`config.mk`:
```
export PLATFORM = sky130hd
export DESIGN_NAME = direction_light_ctrl
export DESIGN_NICKNAME = d
export VERILOG_FILES = /design/src/rtl/direction_light_ctrl.sv
export SDC_FILE = /design/constraint.sdc
export NUM_CORES = 1
export LEC_CHECK = 0
export BUFFER_PORTS_ARGS = -buffer_cell sky130_fd_sc_hd__buf_4
export CAP_MARGIN = 40
export CORE_MARGIN = 2
export CORE_UTILIZATION = 59
export CTS_CLUSTER_DIAMETER = 40
export DETAILED_ROUTE_END_ITERATION = 6
export GPL_ROUTABILITY_DRIVEN = 0
export PLACE_DENSITY = 0.81
export RECOVER_POWER = 25
export SETUP_SLACK_MARGIN = 0.3
export SLEW_MARGIN = 10
export SYNTH_ARGS = -nofsm -noshare
export SYNTH_HDL_FRONTEND = slang
export SYNTH_SLANG_ARGS = --single-unit
```
`constraint.sdc`:
```
create_clock -name clk -period 3.1 [get_ports clk]
set_input_delay 0 -clock clk [delete_from_list [all_inputs] [get_ports clk]]
set_output_delay 0 -clock clk [all_outputs]
set_load 0.005 [all_outputs]
```
`src/rtl/direction_light_ctrl.sv`:
```
// Per-approach traffic light sequencer: timed GREEN -> YELLOW run on request,
// four-phase done handshake, abort via clear, and flashing-yellow service mode.
module direction_light_ctrl #(
    parameter int DIV_FACTOR = 10,
    parameter int GREEN_SEC  = 5,
    parameter int YELLOW_SEC = 2
) (
    input  logic clk,
    input  logic rst,
    input  logic enable,
    input  logic clear,
    input  logic blink,
    output logic light_red,
    output logic light_yellow,
    output logic light_green,
    output logic done,
    output logic busy
);

    localparam int SEC_MAX = (GREEN_SEC > YELLOW_SEC) ? GREEN_SEC : YELLOW_SEC;
    localparam int SEC_W   = $clog2(SEC_MAX + 1);
    localparam int DIV_W   = $clog2(DIV_FACTOR);

    localparam logic [DIV_W-1:0] DIV_LAST    = DIV_W'(DIV_FACTOR - 1);
    localparam logic [SEC_W-1:0] GREEN_LAST  = SEC_W'(GREEN_SEC - 1);
    localparam logic [SEC_W-1:0] YELLOW_LAST = SEC_W'(YELLOW_SEC - 1);

    typedef enum logic [2:0] {
        S_IDLE,
        S_GREEN,
        S_YELLOW,
        S_DONE,
        S_BLINK
    } state_t;

    state_t            state_reg;
    state_t            state_next;
    logic [DIV_W-1:0]  div_cnt_reg;
    logic [SEC_W-1:0]  sec_cnt_reg;
    logic              blink_ph_reg;
    logic              counting;
    logic              tick;

    assign counting = (state_reg == S_GREEN) || (state_reg == S_YELLOW) ||
                      (state_reg == S_BLINK);
    assign tick     = counting && (div_cnt_reg == DIV_LAST);

    // State register plus the tick/second counters, which restart on any state change.
    always_ff @(posedge clk) begin
        if (rst) begin
            state_reg    <= S_IDLE;
            div_cnt_reg  <= '0;
            sec_cnt_reg  <= '0;
            blink_ph_reg <= 1'b0;
        end else begin
            state_reg <= state_next;
            if (clear || (state_next != state_reg)) begin
                div_cnt_reg  <= '0;
                sec_cnt_reg  <= '0;
                blink_ph_reg <= 1'b0;
            end else if (counting) begin
                div_cnt_reg <= tick ? '0 : div_cnt_reg + DIV_W'(1);
                if (tick && (state_reg == S_BLINK)) begin
                    blink_ph_reg <= ~blink_ph_reg;
                end else if (tick) begin
                    sec_cnt_reg <= sec_cnt_reg + SEC_W'(1);
                end
            end
        end
    end

    always_comb begin
        state_next = state_reg;
        if (clear) begin
            state_next = S_IDLE;
        end else begin
            case (state_reg)
                S_IDLE: begin
                    if (blink) begin
                        state_next = S_BLINK;
                    end else if (enable) begin
                        state_next = S_GREEN;
                    end
                end
                S_GREEN: begin
                    if (tick && (sec_cnt_reg == GREEN_LAST)) begin
                        state_next = S_YELLOW;
                    end
                end
                S_YELLOW: begin
                    if (tick && (sec_cnt_reg == YELLOW_LAST)) begin
                        state_next = S_DONE;
                    end
                end
                S_DONE: begin
                    if (!enable) begin
                        state_next = S_IDLE;
                    end
                end
                S_BLINK: begin
                    if (!blink) begin
                        state_next = S_IDLE;
                    end
                end
                default: state_next = S_IDLE;
            endcase
        end
    end

    always_comb begin
        light_red    = 1'b0;
        light_yellow = 1'b0;
        light_green  = 1'b0;
        done         = 1'b0;
        busy         = 1'b0;
        case (state_reg)
            S_IDLE: light_red = 1'b1;
            S_GREEN: begin
                light_green = 1'b1;
                busy        = 1'b1;
            end
            S_YELLOW: begin
                light_yellow = 1'b1;
                busy         = 1'b1;
            end
            S_DONE: begin
                light_red = 1'b1;
                done      = 1'b1;
            end
            S_BLINK: light_yellow = blink_ph_reg;
            default: light_red = 1'b1;
        endcase
    end

endmodule

```
==> results of run 1 <==
-- logic make-up (layout without fill, tap and decap cells) --
family	count (synthesis)	in the layout	synth area share
compound gates	19	19	0.201
xor+xnor	5	5	0.0778
fa+ha+maj	5	5	0.0778
buf+inv	9	18	0.0715
flops	11	11	0.274
mux	2	2	0.0249
simple gates	34	34	0.274
-- path summary, 6_finish.rpt --
kind,to,slack (ns),cells past startpoint
max,div_cnt_reg[1]$_SDFFE_PP0P_,1.18,4
min,state_reg[2]$_SDFF_PP0_,0.06,3
max reg2reg,div_cnt_reg[1]$_SDFFE_PP0P_,1.18,4
min reg2reg,div_cnt_reg[1]$_SDFFE_PP0P_,0.51,2
-- power by group through the flow --
stage	combinational, mW	sequential [mW]	clock (mW)
3_3_place_gp	0.0284	0.150	0
5_1_grt	0.0332	0.147	0.107
3_5_place_dp	0.0280	0.150	0
6_report	0.0295	0.146	0.0971
4_1_cts	0.0294	0.146	0.101
2_1_floorplan	0.0229	0.147	0
-- through the flow --
stage                      util  power [mW]  hold slack, ns
after floorplan               -       0.170          0.0691
after global placement    0.660       0.178           0.187
after detailed placement  0.660       0.178           0.182
after CTS                 0.688       0.276          0.0552
after global routing      0.688       0.287          0.0882
final                     0.688       0.273          0.0597
-- critical path, cell delays in order, from the launching register on --
cell      delay, ns
dfxtp_1        0.66
nor3_2         0.10
o211a_1        0.27
or3b_1         0.52
a221oi_2       0.29
-- layout make-up --
class	instances	area [sq um]	share of cell area
inverters	4	15.0	0.0170
well taps	15	18.8	0.0212
repair buffers	10	77.6	0.0877
clock buffers	4	26.3	0.0297
flip-flops and latches	11	220	0.249
multi-input cells	65	527	0.595
-- placed cells by master, fill, tap and decap left out, types with 3 or more instances in the layout --
cell type	instances
dfxtp_1	11
buf_4	7
nor2_1	5
a211oi_1	5
ha_1	5
clkbuf_4	5
inv_1	4
a21oi_1	3
and2_1	3
nor2b_1	3
nand2_1	3
or3_1	3
a221oi_2	3
-- what timing repair did --
| action | CTS | global route |
|---|---|---|
| endpoints found under the hold margin | 2 | 0 |
| hold buffers | 1 | 0 |
| resized for setup | 0 | 0 |
-- routing by layer --
metal  wire length, microns  global-route usage
met5                      0                   0
met4                     59               0.208
met3                     73              0.0435
met2                    665               0.336
met1                    656               0.271
==> results.md, run 1 <==
- DRT antenna net count: 0
- Seq pwr share: 0.536
- Critical path peak fanout: 12
- Die Y: 40.9 microns
- Post-synth cell types: 38
- GR Util All Layers: 0.227
- Ant. Diodes: 0
- Total negative slack: 0 ns
- Clk sinks: 11
- Yosys warning count: 0
- Final setup fails: 0
- Leak Pwr: 0.331 nW
- Seq cells post-synth: 11
- Core Rows: 13
- Core Footprint: 0.00128 sq mm
- Final HPWL DP: 1070 microns
- Placed Area: 848 sq um
- Most frequent cell after synthesis: dfxtp_1
- Seq/Total Area, Yosys: 0.274
- Slew HR: 0.634
- Die ar.: 0.00167 sq mm
- Die width: 40.9 microns
- Synth top area share: 0.274
- Final worst slack: 1.18 ns
- 1st-pass router iterations: 4
- Post-CTS setup buffer count: 0
- Fillers: 104
- Minimum clock period: 1.92 ns
- Sw Share: 0.244
- Clk_lat worst skew: 0.27 ns
- Post-route cell area: 885 sq um
- Status: complete, no violations
- Mapped Cells: 85
- Overflow after GRT: 0
- CP startpoint: state_reg[1]$_SDFF_PP0_
- Worst slew pin tran: 0.548 ns
- Placed Instances: 104
- Worst reg2reg startpoint: state_reg[1]$_SDFF_PP0_
- P&R area growth vs syn: 9.95%
- Place WS: 1.19 ns
- Clk_skew: 0.00241 ns
- Top cell type by total area after synthesis: dfxtp_1
- Combinational fraction of design power: 0.108
- Post-synth top flop: dfxtp_1
- Ys async rst share: 0
- Unrepaired setup endpoints after global routing: false
- Largest register FFs: 4
- Syn avg cell area: 9.46 sq um
- First-pass GRT wire length: 2420 microns
- Min-delay src: clear
- Mapped cell area: 805 sq um
- Drt first-iter violations: 13
- Final Hold Vio Count: 0
- Initial Util: 0.626
- Layout cells sized above 1: 0.223
- CP Capture Type: flop
- CP Class: flop to flop
- Fin crit share: 0.621
- CTS clk-pin slew, worst paths: 0.07 ns
- Clock share of power: 0.356
- Drt wl/cell: 13.3 microns
- Vias in the first global route: 614
- Drt drc: 0
- Peak Freq: 0.520 GHz
- Largest net degree at the start of global routing: 14
- Syn Nets: 95
- Top cells by count, synth: dfxtp_1, a211oi_1, ha_1, nor2_1
- Nets: 105
- Required time worst endpoint: 3.29 ns
- CTS root buf: clkbuf_4
- Synth area leaders: dfxtp_1, ha_1, a221oi_2
- Critical path arrival: 2.11 ns
- Via density: 5.91
- P_int: 0.206 mW
- Switching Power: 0.0667 mW
- Aggregate routed wire length: 1460 microns
- CTS tree: built
- VDD IR max: 253 uV
- Min-delay worst type: primary input to flop
- Max-cap violations: 0
- EDFF count, synth: 0
- Vias: 644
- Cell Count, Final, Fillers Out: 109
- # IOs: 10
- CP Launch Type: flop
- CTS max path bufs: 2
- Max Slew Vio Count: 0
- IO buf count: 9
- Initial antenna violation count: 0
- Pwr Density: 309 mW/mm^2
- H-tree depth: 1
- CTS Buf Count: 3
Power figures use the tool's default switching activity.
==> run 2: changes to the inputs <==
Settings changed: ABC_AREA set to 1, CORE_UTILIZATION 59 to 54, PLACE_DENSITY 0.81 to 0.75.
Clock period 3.1 ns to 1.9 ns, I/O delays scaled along.
==> results.md, run 2 <==
- CP Class: flop to flop
- First-pass GRT wire length: 2930 microns (+21%)
- DRT antenna net count: 0 (unchanged)
- Synth top area share: 0.288 (+0.0143)
- Drt drc: 0 (unchanged)
- VDD IR max: 364 uV (+44%)
- Area of the multi-input gates: 512 sq um (-2.9%)
- Overflow after GRT: 0 (unchanged)
- Core Rows: 13 (unchanged)
- CP max-delay cell: dfxtp_1
- CTS tree: built
- Reg-to-reg setup timing slack: 0.28 ns (-0.90 ns)
- Required time worst endpoint: 2.06 ns (-1.23 ns)
- EDFF count, synth: 0 (unchanged)
- # IOs: 10 (unchanged)
- Largest register FFs: 4 (unchanged)
- Reg area: 233 sq um (+5.7%)
- Minimum clock period: 1.62 ns (-0.299 ns)
- Sw Share: 0.266 (+0.0217)
- 1st-pass router iterations: 4 (unchanged)
- Die Y: 41.6 microns (+1.7%)
- Synth area leaders: dfxtp_1, nand2_1, inv_1
- Seq cells post-synth: 11 (unchanged)
- Fin crit share: 0.855 (+0.234)
- Aggregate routed wire length: 1800 microns (+24%)
- Ys async rst share: 0 (unchanged)
- Drt wl/cell: 12.2 microns (-8.4%)
- Final hold slack: 0.183 ns (+0.124 ns)
- Fillers: 104 (unchanged)
- Placed Instances: 135 (+30%)
- CP Launch Type: flop
- Place WS: 0.262 ns (-0.926 ns)
- Top cells by count, synth: nand2_1, inv_1, dfxtp_1
- Post-synth cell types: 24 (-37%)
- Most frequent CP cell: nand2_1
- Slew HR: 0.798 (+0.163)
- Via density: 5.24 (-11%)
- Post-synth top flop: dfxtp_1
- Clk_skew: 0.0121 ns (+0.00968 ns)
- P_int: 0.342 mW (+66%)
- Mapped Cells: 111 (+31%)
- Seq pwr share: 0.502 (-0.034)
- Status: complete, no violations
- Max Slew Vio Count: 0 (unchanged)
- Clk sinks: 11 (unchanged)
- Ant. Diodes: 0 (unchanged)
- Peak Freq: 0.615 GHz (+18%)
- Syn Nets: 121 (+27%)
- Largest net degree at the start of global routing: 10 (-4)
- Cell Count, Final, Fillers Out: 147 (+35%)
- Critical path peak fanout: 8 (-4)
- Worst stage delay on the critical path: 0.45 ns (-0.21 ns)
- Layout cells sized above 1: 0.432 (+0.208)
- CP startpoint: state_reg[0]$_SDFF_PP0_
- Switching Power: 0.124 mW (+86%)
- Final HPWL DP: 1240 microns (+16%)
- Most frequent cell after synthesis: nand2_1
- Final worst slack: 0.275 ns (-0.901 ns)
- Die ar.: 0.00173 sq mm (+3.4%)
- Die width: 41.6 microns (+1.7%)
- CTS max path bufs: 2 (unchanged)
- Most frequent cells in the layout: nand2_1, inv_1, buf_4, nor2_2
- Vias: 771 (+20%)
- Cell family with most CP delay: simple AND/OR/NAND/NOR gates
- Top cell type by total area after synthesis: dfxtp_1
- Combinational fraction of design power: 0.149 (+0.041)
- Min-delay worst type: primary input to flop
- CP Capture Type: flop
- Yosys warning count: 0 (unchanged)
- Crit-path cells: buf_4 > nand2_1 > nor2_1 > nand2_1 > nand2_1 > inv_2 > nand2_1 > inv_1 > nand2_1 > nand2_1 > nand2_1 > nand2_2 > nand2_4 > nor2_2
- CTS Buf Count: 3 (unchanged)
- Final Hold Vio Count: 0 (unchanged)
- Leak Pwr: 0.435 nW (+31%)
- Critical path arrival: 1.78 ns (-0.33 ns)
- Clk_lat worst skew: 0.28 ns (about the same)
- Initial Util: 0.580 (-0.0458)
- Unrepaired setup endpoints after global routing: true
- Vias in the first global route: 750 (+22%)
- Max-cap violations: 0 (unchanged)
- Worst slew pin tran: 0.301 ns (-0.246 ns)
- CTS root buf: clkbuf_4
- Nets: 143 (+36%)
- Syn avg cell area: 6.89 sq um (-27%)
- Final setup fails: 0 (unchanged)
- Worst reg2reg startpoint: state_reg[0]$_SDFF_PP0_
- Clock share of power: 0.349 (-0.007)
- P&R area growth vs syn: 32.2%
- GR Util All Layers: 0.215 (-0.0117)
- CP Buf/Inv Count: 3 (+3)
- Commonest non-fill, non-tap cell in the layout: nand2_1
- Core Footprint: 0.00132 sq mm (+2.5%)
- Drt first-iter violations: 39 (+26)
- CTS clk-pin slew, worst paths: 0.08 ns (about the same)
- Mapped cell area: 764 sq um (-5.0%)
- Pwr Density: 462 mW/mm^2 (+50%)
- Seq/Total Area, Yosys: 0.288 (+0.0143)
- H-tree depth: 1 (unchanged)
- Total negative slack: 0 ns (unchanged)
- IO buf count: 9 (unchanged)
- Initial antenna violation count: 0 (unchanged)
- Min-delay src: enable
run 2: changes by cell type after synthesis, sizes merged, moves of 4 or more:
cell | before | now
and2 | 4 | 0
nand2 | 3 | 27
nor2 | 5 | 20
inv | 4 | 23
nand3 | 2 | 6
buf | 4 | 0
a211oi | 5 | 0
run 2: worst paths after layout:
path | end | depth (start not counted)
hold reg to reg | blink_ph_reg$_SDFFE_PP0P_ | 3
setup / recovery | div_cnt_reg[1]$_SDFFE_PP0P_ | 14
hold / removal | state_reg[1]$_SDFF_PP0_ | 5
setup reg to reg | div_cnt_reg[1]$_SDFFE_PP0P_ | 14
run 2: layout make-up:
cell class | instances | area share
Multi-Input combinational cell | 77 | 0.506
Sequential cell | 11 | 0.230
Timing Repair Buffer | 17 | 0.134
Inverter | 23 | 0.0854
Clock buffer | 4 | 0.0260
Tap cell | 15 | 0.0186
run 2: per-stage QoR:
stage / total power, mW / area [sq um] / util
2_1_floorplan: 0.275 / 764 / -
3_3_place_gp: 0.294 / 851 / 0.646
3_5_place_dp: 0.295 / 851 / 0.646
4_1_cts: 0.459 / 913 / 0.693
5_1_grt: 0.486 / 1010 / 0.767
6_report: 0.467 / 1010 / 0.767
run 2: power by group through the flow:
stage	Sequential [mW]	Clock [mW]	Combinational, mW
2_1_floorplan	0.241	0	0.0347
3_3_place_gp	0.241	0	0.0528
3_5_place_dp	0.242	0	0.0536
4_1_cts	0.236	0.164	0.0586
5_1_grt	0.234	0.175	0.0766
6_report	0.234	0.163	0.0694
run 2: what timing repair did:
| item | 4_1_cts | 5_1_grt |
|---|---|---|
| endpoints found under the hold margin | 3 | 0 |
| pin swaps | 0 | 12 |
| resized for setup | 4 | 23 |
| buffers inserted | 0 | 5 |
| hold buffers | 3 | 0 |
| setup endpoints to repair | 8 | 8 |
run 2: kinds of logic (layout without fill, tap and decap cells):
kind of cell	Yosys count	in the layout	share of synthesized area
flip-flops	11	11	0.288
AO/OA/AOI/OAI	10	10	0.0753
adder cells (fa/ha/maj)	5	5	0.0818
buffers and inverters	23	44	0.113
XOR/XNOR	3	3	0.0344
AND/OR/NAND/NOR	59	59	0.408
run 2: worst min-delay path, delay by kind of cell:
kind | cells | cell delay, ns
AOI/OAI and AO/OA | 1 | 0.10
buffers and inverters | 1 | 0.09
and+or+nand+nor | 3 | 0.24
run 2: metal layers:
metal / global-route usage / vias up / routed length (microns)
met1: 0.274 / 346 / 779
li1: - / 389 / -
met5: 0 / - / 0
met3: 0.0304 / 4 / 117
met2: 0.344 / 32 / 876
met4: 0.123 / 0 / 24
